**src/rtl/alu_shift_pipe.sv**
```systemverilog
// alu_shift_pipe: two-stage execute unit. A barrel shifter feeds a 16-op
// ARM-style ALU. The unit keeps an architectural NZCV flag register that
// also has an external load port. Operations move through a valid/ready
// pipeline, and both stages stall together under back-pressure.
// Optional feature: define ALU_SHIFT_PIPE_RRX_EN to turn ROR #0 into RRX.
module alu_shift_pipe #(
  parameter int DATA_W = 32
) (
  input  logic              clk,
  input  logic              rst,
  input  logic              in_valid,
  output logic              in_ready,
  input  logic [DATA_W-1:0] in_a,
  input  logic [DATA_W-1:0] in_shift_data,
  input  logic [7:0]        in_shift_num,
  input  logic [1:0]        in_shift_op,
  input  logic [3:0]        in_alu_op,
  input  logic              in_s,
  input  logic              flag_wr,
  input  logic [3:0]        flag_wdata,
  output logic              out_valid,
  input  logic              out_ready,
  output logic [DATA_W-1:0] out_f,
  output logic [3:0]        out_nzcv,
  output logic [3:0]        flags
);

  localparam int          LW = $clog2(DATA_W);
  localparam logic [7:0]  WN = 8'(DATA_W);

  localparam logic [1:0] SH_LSL = 2'b00;
  localparam logic [1:0] SH_LSR = 2'b01;
  localparam logic [1:0] SH_ASR = 2'b10;

  localparam logic [3:0] OP_AND = 4'h0, OP_EOR = 4'h1, OP_SUB = 4'h2, OP_RSB = 4'h3;
  localparam logic [3:0] OP_ADD = 4'h4, OP_ADC = 4'h5, OP_SBC = 4'h6, OP_RSC = 4'h7;
  localparam logic [3:0] OP_TST = 4'h8, OP_TEQ = 4'h9, OP_CMP = 4'hA, OP_CMN = 4'hB;
  localparam logic [3:0] OP_ORR = 4'hC, OP_MOV = 4'hD, OP_BIC = 4'hE;

  // Barrel shifter. Returns {carry, result}. A shift amount of zero passes
  // the data and the incoming carry through. The exception is RRX when it
  // is enabled.
  function automatic logic [DATA_W:0] barrel(
    input logic [DATA_W-1:0] d,
    input logic [7:0]        n,
    input logic [1:0]        op,
    input logic              cin
  );
    logic [DATA_W-1:0]        r;
    logic                     c;
    logic [DATA_W:0]          ext;
    logic signed [DATA_W:0]   sext;
    logic [LW-1:0]            k;
    r    = d;
    c    = cin;
    ext  = '0;
    sext = '0;
    k    = n[LW-1:0];
    if (n != 8'd0) begin
      case (op)
        SH_LSL: begin
          if (n <= WN) begin
            // The extra top bit catches the last bit shifted out.
            ext = {1'b0, d} << n;
            r   = ext[DATA_W-1:0];
            c   = ext[DATA_W];
          end else begin
            r = '0;
            c = 1'b0;
          end
        end
        SH_LSR: begin
          if (n <= WN) begin
            ext = {d, 1'b0} >> n;
            r   = ext[DATA_W:1];
            c   = ext[0];
          end else begin
            r = '0;
            c = 1'b0;
          end
        end
        SH_ASR: begin
          if (n < WN) begin
            sext = $signed({d, 1'b0}) >>> n;
            r    = sext[DATA_W:1];
            c    = sext[0];
          end else begin
            r = {DATA_W{d[DATA_W-1]}};
            c = d[DATA_W-1];
          end
        end
        default: begin
          // Rotate by n mod W. A multiple of W leaves the data unchanged.
          r = (d >> k) | (d << (DATA_W - int'(k)));
          c = r[DATA_W-1];
        end
      endcase
    end
`ifdef ALU_SHIFT_PIPE_RRX_EN
    else if (op == 2'b11) begin
      r = {cin, d[DATA_W-1:1]};
      c = d[0];
    end
`endif
    return {c, r};
  endfunction

  // ALU. Returns {N, Z, C, V, result}. The adder paths use a W+1-bit sum,
  // so the top bit is the carry. For subtraction that carry is NOT borrow.
  function automatic logic [DATA_W+3:0] alu(
    input logic [DATA_W-1:0] a,
    input logic [DATA_W-1:0] b,
    input logic [3:0]        op,
    input logic              shc,
    input logic              fl_c,
    input logic              fl_v
  );
    logic [DATA_W-1:0] f;
    logic [DATA_W-1:0] x;
    logic [DATA_W-1:0] y;
    logic [DATA_W:0]   sum;
    logic              ci;
    logic              arith;
    logic              c;
    logic              v;
    f     = '0;
    x     = a;
    y     = b;
    ci    = 1'b0;
    arith = 1'b0;
    c     = shc;
    v     = fl_v;
    case (op)
      OP_AND, OP_TST: f = a & b;
      OP_EOR, OP_TEQ: f = a ^ b;
      OP_ORR:         f = a | b;
      OP_MOV:         f = b;
      OP_BIC:         f = a & ~b;
      OP_SUB, OP_CMP: begin x = a; y = ~b; ci = 1'b1; arith = 1'b1; end
      OP_RSB:         begin x = b; y = ~a; ci = 1'b1; arith = 1'b1; end
      OP_ADD, OP_CMN: begin x = a; y = b;  ci = 1'b0; arith = 1'b1; end
      OP_ADC:         begin x = a; y = b;  ci = fl_c; arith = 1'b1; end
      OP_SBC:         begin x = a; y = ~b; ci = fl_c; arith = 1'b1; end
      OP_RSC:         begin x = b; y = ~a; ci = fl_c; arith = 1'b1; end
      default:        f = ~b;
    endcase
    sum = {1'b0, x} + {1'b0, y} + {{DATA_W{1'b0}}, ci};
    if (arith) begin
      f = sum[DATA_W-1:0];
      c = sum[DATA_W];
      v = (x[DATA_W-1] == y[DATA_W-1]) && (f[DATA_W-1] != x[DATA_W-1]);
    end
    return {f[DATA_W-1], (f == '0), c, v, f};
  endfunction

  logic              en;
  logic              vld_p1_q;
  logic [DATA_W-1:0] a_p1_q;
  logic [DATA_W-1:0] d_p1_q;
  logic [7:0]        n_p1_q;
  logic [1:0]        sop_p1_q;
  logic [3:0]        op_p1_q;
  logic              s_p1_q;

  logic [DATA_W:0]   sh_p2;
  logic [DATA_W+3:0] res_p2;
  logic [DATA_W-1:0] f_p2_d;
  logic [3:0]        nzcv_p2_d;
  logic              vld_p2_q;
  logic [DATA_W-1:0] f_p2_q;
  logic [3:0]        nzcv_p2_q;
  logic              flag_upd;
  logic [3:0]        flags_d;
  logic [3:0]        flags_q;

  // Both stages advance together whenever the output slot is free or being drained.
  assign en       = !vld_p2_q || out_ready;
  assign in_ready = en;

  // ---- Stage 1: operand capture ----
  // Capture the valid bit. This is control, so it is reset.
  always_ff @(posedge clk) begin
    if (rst) begin
      vld_p1_q <= 1'b0;
    end else if (en) begin
      vld_p1_q <= in_valid;
    end
  end

  // Capture the operand fields. This is data, so it is not reset.
  always_ff @(posedge clk) begin
    if (en) begin
      a_p1_q   <= in_a;
      d_p1_q   <= in_shift_data;
      n_p1_q   <= in_shift_num;
      sop_p1_q <= in_shift_op;
      op_p1_q  <= in_alu_op;
      s_p1_q   <= in_s;
    end
  end

  // ---- Stage 2: shift + ALU against the current flag register ----
  // Shift operand B, then run the ALU using the flags registered at the start of the cycle.
  always_comb begin
    sh_p2     = barrel(d_p1_q, n_p1_q, sop_p1_q, flags_q[1]);
    res_p2    = alu(a_p1_q, sh_p2[DATA_W-1:0], op_p1_q, sh_p2[DATA_W], flags_q[1], flags_q[0]);
    f_p2_d    = res_p2[DATA_W-1:0];
    nzcv_p2_d = res_p2[DATA_W+3:DATA_W];
  end

  // Register the result slot. Reset clears the result along with the valid bit.
  always_ff @(posedge clk) begin
    if (rst) begin
      vld_p2_q  <= 1'b0;
      f_p2_q    <= '0;
      nzcv_p2_q <= '0;
    end else if (en) begin
      vld_p2_q  <= vld_p1_q;
      f_p2_q    <= f_p2_d;
      nzcv_p2_q <= nzcv_p2_d;
    end
  end

  // Select the next flag value. An external load overrides an ALU writeback in the same cycle.
  always_comb begin
    flag_upd = en && vld_p1_q && (s_p1_q || (op_p1_q[3:2] == 2'b10));
    flags_d  = flags_q;
    if (flag_wr) begin
      flags_d = flag_wdata;
    end else if (flag_upd) begin
      flags_d = nzcv_p2_d;
    end
  end

  // Hold the architectural flag register.
  always_ff @(posedge clk) begin
    if (rst) begin
      flags_q <= 4'b0000;
    end else begin
      flags_q <= flags_d;
    end
  end

  assign out_valid = vld_p2_q;
  assign out_f     = f_p2_q;
  assign out_nzcv  = nzcv_p2_q;
  assign flags     = flags_q;

endmodule

```
**config.mk**
```make
export PLATFORM = sky130hd
export DESIGN_NAME = alu_shift_pipe
export DESIGN_NICKNAME = d
export VERILOG_FILES = /design/src/rtl/alu_shift_pipe.sv
export SDC_FILE = /design/constraint.sdc
export NUM_CORES = 1
export LEC_CHECK = 0
export CORE_ASPECT_RATIO = 1.1
export CORE_MARGIN = 2
export CORE_UTILIZATION = 28
export CTS_BUF_LIST = sky130_fd_sc_hd__clkbuf_8
export DETAILED_ROUTE_END_ITERATION = 10
export SYNTH_ARGS = -nofsm -noshare
export SYNTH_HDL_FRONTEND = slang
export SYNTH_SLANG_ARGS = --single-unit
```
**constraint.sdc**
```tcl
create_clock -name clk -period 21.6 [get_ports clk]
set_clock_uncertainty 0.15 [all_clocks]
set_input_delay 4.32 -clock clk [delete_from_list [all_inputs] [get_ports clk]]
set_output_delay 4.32 -clock clk [all_outputs]
set_load 0.01 [all_outputs]
```
==> impl_metrics.json, run 1 <==
{
  "status": "finished, final reports clean",
  "layout.cells.non_filler": 3137,
  "synthAdderAreaFrac_pct": 4.69,
  "cp-end-kind": "primary output",
  "viasPerCell": 6.69,
  "async_reset_ff_share_pct": 0,
  "ys_seq_elements": 120,
  "fmax_ghz": 0.0943,
  "drive_above_1_share_pct": 12.9,
  "routedWlPerCell_um": 35.0,
  "synth_area_mm2": 0.0179,
  "place_ws_ns": 10.98,
  "final_nets": 2435,
  "die-height_um": 269,
  "num_rows": 97,
  "grtUsageTotal_pct": 32.4,
  "min_path_cells": 2,
  "die_width_um": 245,
  "dp_cells": 3103,
  "holdBufCountCts": 0,
  "muxShareOfSynthArea_pct": 21.1,
  "fin_setup_tns_ns": 0,
  "rsz0062_at_grt": "false",
  "final_hold_viol_count": 0,
  "r2r_cells": 26,
  "tritoncts": "yes",
  "hp-class": "flop to flop",
  "min_period_ns": 10.60,
  "path_clk_slew_ns": 0.08,
  "slew_viol_final": 0,
  "power_mw": 1.29,
  "route.antenna.remaining_nets": 0,
  "cp_max_fo": 70,
  "core_area_mm2": 0.0635,
  "leakagePower_nw": 7.56,
  "arrival_ns": 6.13,
  "synth_cells": 2268,
  "first_pass_iters": 6,
  "vias": 20981,
  "clock-root-buffer": "clkbuf_8",
  "syn_nets": 2422,
  "fillCellCount": 6769,
  "whs_endpoint": "out_f[12]",
  "grt_overflow_total": 0,
  "dieArea_mm2": 0.0660,
  "p_per_area_mw_per_mm2": 63.3,
  "grt_max_degree": 135,
  "synth_cell_types": 99,
  "reg2reg_setup_slack_ns": 11.69,
  "clkLatencyLatePin_ns": 0.61,
  "layout_common_cells": "207 x nand2_1, 199 x o21ai_0, 192 x a21oi_1",
  "start_util_pct": 28.2,
  "peakVddDrop_mv": 0.0475,
  "synthTopCellsByArea": "edfxtp_1 13%, mux4_2 8.7%, mux2i_1 8.6%",
  "slew_headroom_pct": 6.29,
  "yosys_warnings": 0,
  "cts_setup_buffers": 0,
  "finalSetupViolations": 0,
  "r2r_start": "n_p1_q[0]",
  "synth-simple-area-share_pct": 17.5,
  "synth_top_area_share_pct": 13.2,
  "syn_to_final_growth_pct": 13.6,
  "reg2reg_to": "flags[2]",
  "drtIter0Drc": 2797,
  "drv_cap": 0,
  "synth_top_family_by_area": "compound AO/OA/AOI/OAI gates",
  "yosysTopAreaCell": "edfxtp_1",
  "port_buffers": 129,
  "grt_pass1_wl_um": 153000,
  "synth-edff-count": 79,
  "start_kind": "input port",
  "regArea_mm2": 0.00319,
  "crit_type": "input port to primary output",
  "htreeDepth": 4,
  "synth_flop_cell": "edfxtp_1",
  "hpwl_um": 80100,
  "first_global_vias": 19912,
  "multi_input_area_mm2": 0.0135,
  "cts_sinks": 120,
  "ctsLongestPathBuffers": 2,
  "antenna_found_initial": 6,
  "synth-xor-area-share_pct": 1.52,
  "globalplace.congestion": 1.08,
  "syn_avg_cell_area_um2": 7.90,
  "fin_ws_ns": 11.00,
  "wl_um": 110000,
  "ioPinCount": 130,
  "post-route-period-util_pct": 49.1,
  "drt_drc_violations_left": 0,
  "layout_commonest_cell": "nand2_1",
  "tightest_slew_ns": 1.39,
  "numCtsBuffers": 17,
  "critPathRequiredTime_ns": 17.13,
  "ys_seq_area_share_pct": 17.8,
  "cts.repair.resized": 0,
  "synth_compound_area_share_pct": 30.4,
  "worstHoldStart": "out_f[12]"
}
-- metrics by stage --
| stage | util [%] | area (um2) | hold WS (ns) |
|---|---|---|---|
| 6_report | 32.1 | 20400 | 0.317 |
| 5_1_grt | 32.1 | 20300 | 0.336 |
| 4_1_cts | 32.1 | 20300 | 0.319 |
| 3_5_place_dp | 31.4 | 19900 | 0.300 |
| 3_3_place_gp | 31.4 | 19900 | 0.302 |
| 2_1_floorplan | - | 17900 | 0.309 |
-- flip-flops by register name, indices dropped and copies added (netlist names) --
register / flops
a_p1_q: 32
d_p1_q: 32
flags: 4
n_p1_q: 8
op_p1_q: 4
out_f: 32
out_nzcv: 3
out_valid: 1
s_p1_q: 1
sop_p1_q: 2
vld_p1_q: 1
-- final cells by class --
| type | instances | share of cell area, % |
|---|---|---|
| clock buffers | 17 | 1.15 |
| flip-flops and latches | 120 | 15.7 |
| multi-input cells | 1871 | 66.4 |
| well taps | 841 | 5.17 |
| clock inverters | 15 | 0.861 |
| inverters | 59 | 1.11 |
| diodes | 2 | 0.0246 |
| repair buffers | 212 | 9.59 |
-- cell families (layout without fill, tap and decap cells) --
family | count (synthesis) | in the layout
AO/OA/AOI/OAI | 828 | 828
buffers and inverters | 277 | 303
flip-flops | 120 | 120
AND/OR/NAND/NOR | 665 | 665
other | 0 | 2
adder cells (fa/ha/maj) | 66 | 66
multiplexers | 281 | 281
XOR/XNOR | 31 | 31
-- synth_stat cells (all sizes together) (9+ instances only) --
library cell  instances
a211o                18
a211oi               50
a21o                 18
a21oi               193
a221o                23
a221oi               32
a22oi                25
a2bb2oi               9
a31oi                32
and2                 16
buf                  87
clkbuf              131
dfxtp                41
edfxtp               79
ha                   64
inv                  57
mux2                 57
mux2i               155
mux4                 69
nand2               209
nand2b               20
nand3                57
nor2                192
nor2b                18
nor3                 61
nor3b                10
nor4                 10
o211ai               25
o21a                 16
o21ai               212
o221ai               15
o22ai                48
o31ai                10
o32ai                14
or2                  10
or3                  16
xnor2                18
xor2                 13
-- critical path, stage by stage --
cell             delay [ns]
clkdlybuf4s50_1        0.48
nor2b_2                0.04
buf_4                  0.22
inv_6                  0.42
clkdlybuf4s50_1        0.64
-- metal layers --
layer  track usage [%]  wire length [um]
met5                 0                35
met4              22.0              8960
met1              39.3             41500
met2              51.2             48700
met3              6.77             10600
-- report_power, final --
group,internal [mW],total [mW],leakage [nW],switching (mW)
Clock,0.114,0.244,0.205,0.130
Combinational,0.268,0.740,6.18,0.472
Sequential,0.270,0.304,1.17,0.0333
-- worst max path at each step --
stage,startpoint,to,slack [ns],depth (start not counted)
after floorplan,out_ready,in_ready,9.79,5
after global placement,out_ready,in_ready,10.98,5
after detailed placement,out_ready,in_ready,10.98,5
after CTS,out_ready,in_ready,10.98,5
after global routing,out_ready,in_ready,10.89,5
final,out_ready,in_ready,11.00,5
Power figures use the tool's default switching activity.
==> run 2, diff against run 1 <==
- clock period: 21.6 -> 10.6 ns (I/O delays scaled with it)
==> impl_metrics.json, run 2 (same netlist as run 1, synthesis figures left out) <==
{
  "p_switching_mw": 1.31,
  "vias": 21233,
  "wl_um": 116000,
  "rsz0062_at_grt": "false",
  "cts_setup_buffers": 0,
  "drv_cap": 0,
  "drt_drc_violations_left": 0,
  "grt_pass1_wl_um": 162000,
  "power_frac_clock_pct": 18.8,
  "worstHoldStart": "out_f[2]",
  "antenna_found_initial": 3,
  "port_buffers": 129,
  "dpl_cell_area_mm2": 0.0201,
  "slew_viol_final": 0,
  "grt_max_degree": 134,
  "final_nets": 2455,
  "grtUsageTotal_pct": 34.5,
  "first_global_vias": 20233,
  "viasPerCell": 6.73,
  "layout_common_cells": "207 x nand2_1, 200 x o21ai_0, 192 x a21oi_1",
  "p_sw_share_pct": 49.5,
  "crit_type": "flop to flop",
  "post-route-period-util_pct": 78.8,
  "p_int_mw": 1.34,
  "core_area_mm2": 0.0635,
  "finalSetupViolations": 0,
  "cp-end-kind": "flop",
  "die-height_um": 269,
  "stdcell_area_mm2": 0.0205,
  "syn_to_final_growth_pct": 14.5,
  "p_seq_share_pct": 23.6,
  "p_per_area_mw_per_mm2": 129,
  "start_kind": "flop",
  "ctsLongestPathBuffers": 2,
  "layout_commonest_cell": "nand2_1",
  "numCtsBuffers": 17,
  "place_ws_ns": 2.44,
  "first_pass_iters": 6,
  "die_width_um": 245,
  "fin_setup_tns_ns": 0,
  "cts_sinks": 120,
  "leakagePower_nw": 7.66,
  "holdBufCountCts": 0,
  "hpwl_um": 88200,
  "ioPinCount": 130,
  "clock-root-buffer": "clkbuf_8",
  "startpoint": "n_p1_q[0]",
  "arrival_ns": 8.71,
  "slew_headroom_pct": 12.6,
  "peakVddDrop_mv": 0.113,
  "r2r_start": "n_p1_q[0]",
  "globalplace.congestion": 1.09,
  "num_rows": 97,
  "status": "finished, final reports clean",
  "cts.repair.resized": 0,
  "hp-class": "flop to flop",
  "min_period_ns": 8.35,
  "tightest_slew_ns": 1.30,
  "pwr-share-comb_pct": 57.6,
  "fin_ws_ns": 2.25,
  "path_clk_slew_ns": 0.09,
  "drive_above_1_share_pct": 13.7,
  "dieArea_mm2": 0.0660,
  "drtIter0Drc": 2787,
  "routedWlPerCell_um": 36.9,
  "start_util_pct": 28.2,
  "critPathRequiredTime_ns": 10.95,
  "route.antenna.remaining_nets": 0,
  "final_hold_viol_count": 0,
  "num_antenna_cells": 0,
  "clkLatencyLatePin_ns": 0.60,
  "hold_slack_ns": 0.310,
  "htreeDepth": 4,
  "fmax_ghz": 0.120,
  "grt_overflow_total": 0,
  "cp_max_fo": 133,
  "tritoncts": "yes"
}
==> run 2: cell type report <==
type / count / area (um2)
clock inverter: 15 / 193
tap: 841 / 1050
timing repair buffer: 232 / 2090
clock buffer: 17 / 234
fill: 6760 / 43000
inverter: 59 / 226
sequential: 120 / 3190
multi-input combinational: 1871 / 13500
==> run 2: worst paths after layout <==
kind              depth (start not counted)  slack [ns]        to
setup / recovery                         24        2.25  flags[3]
hold / removal                            2        0.31  out_f[2]
hold reg to reg                           2        0.31  out_f[2]
setup reg to reg                         24        2.25  flags[3]
==> run 2: stage by stage <==
stage	cells	power, mW	utilization, %
final	3155	2.65	32.3
after CTS	3155	2.62	32.3
after global routing	3155	2.76	32.3
after global placement	3123	2.11	31.6
after floorplan	2268	1.50	-
after detailed placement	3123	2.10	31.6
==> run 2: power by group through the flow <==
stage               clock network (mW)  logic [mW]  registers [mW]
finish                           0.499        1.53           0.627
global route                     0.531        1.60           0.631
floorplan                            0       0.893           0.605
detailed placement                   0        1.47           0.634
global placement                     0        1.48           0.635
CTS                              0.518        1.48           0.624
==> run 2: worst max-delay path, cell delays in order (launching register included) <==
cell,delay (ns)
edfxtp_1,0.40
buf_12,0.61
mux2i_1,1.07
o22ai_1,0.30
o21ai_0,0.25
nand4_1,0.15
o32ai_1,0.81
nor2_1,0.08
a21oi_1,0.28
mux2i_1,0.20
o21ai_0,0.10
ha_1,0.37
nand2_1,0.09
o21ai_0,0.13
a2111oi_0,0.69
a211oi_1,0.33
o32ai_1,0.46
o21ai_0,0.21
a31oi_1,0.29
o21ai_0,0.23
xnor2_1,0.17
o21ai_0,0.25
nor2_1,0.10
or3_1,0.37
a21oi_1,0.12
==> run 2: per-layer routing <==
metal / vias up / GRT usage [%] / wire length [um]
met3: 418 / 6.89 / 9800
met5: - / 0 / 8
met1: 10486 / 40.9 / 43300
li1: 8824 / - / -
met4: 2 / 26.6 / 10900
met2: 1503 / 54.7 / 52400
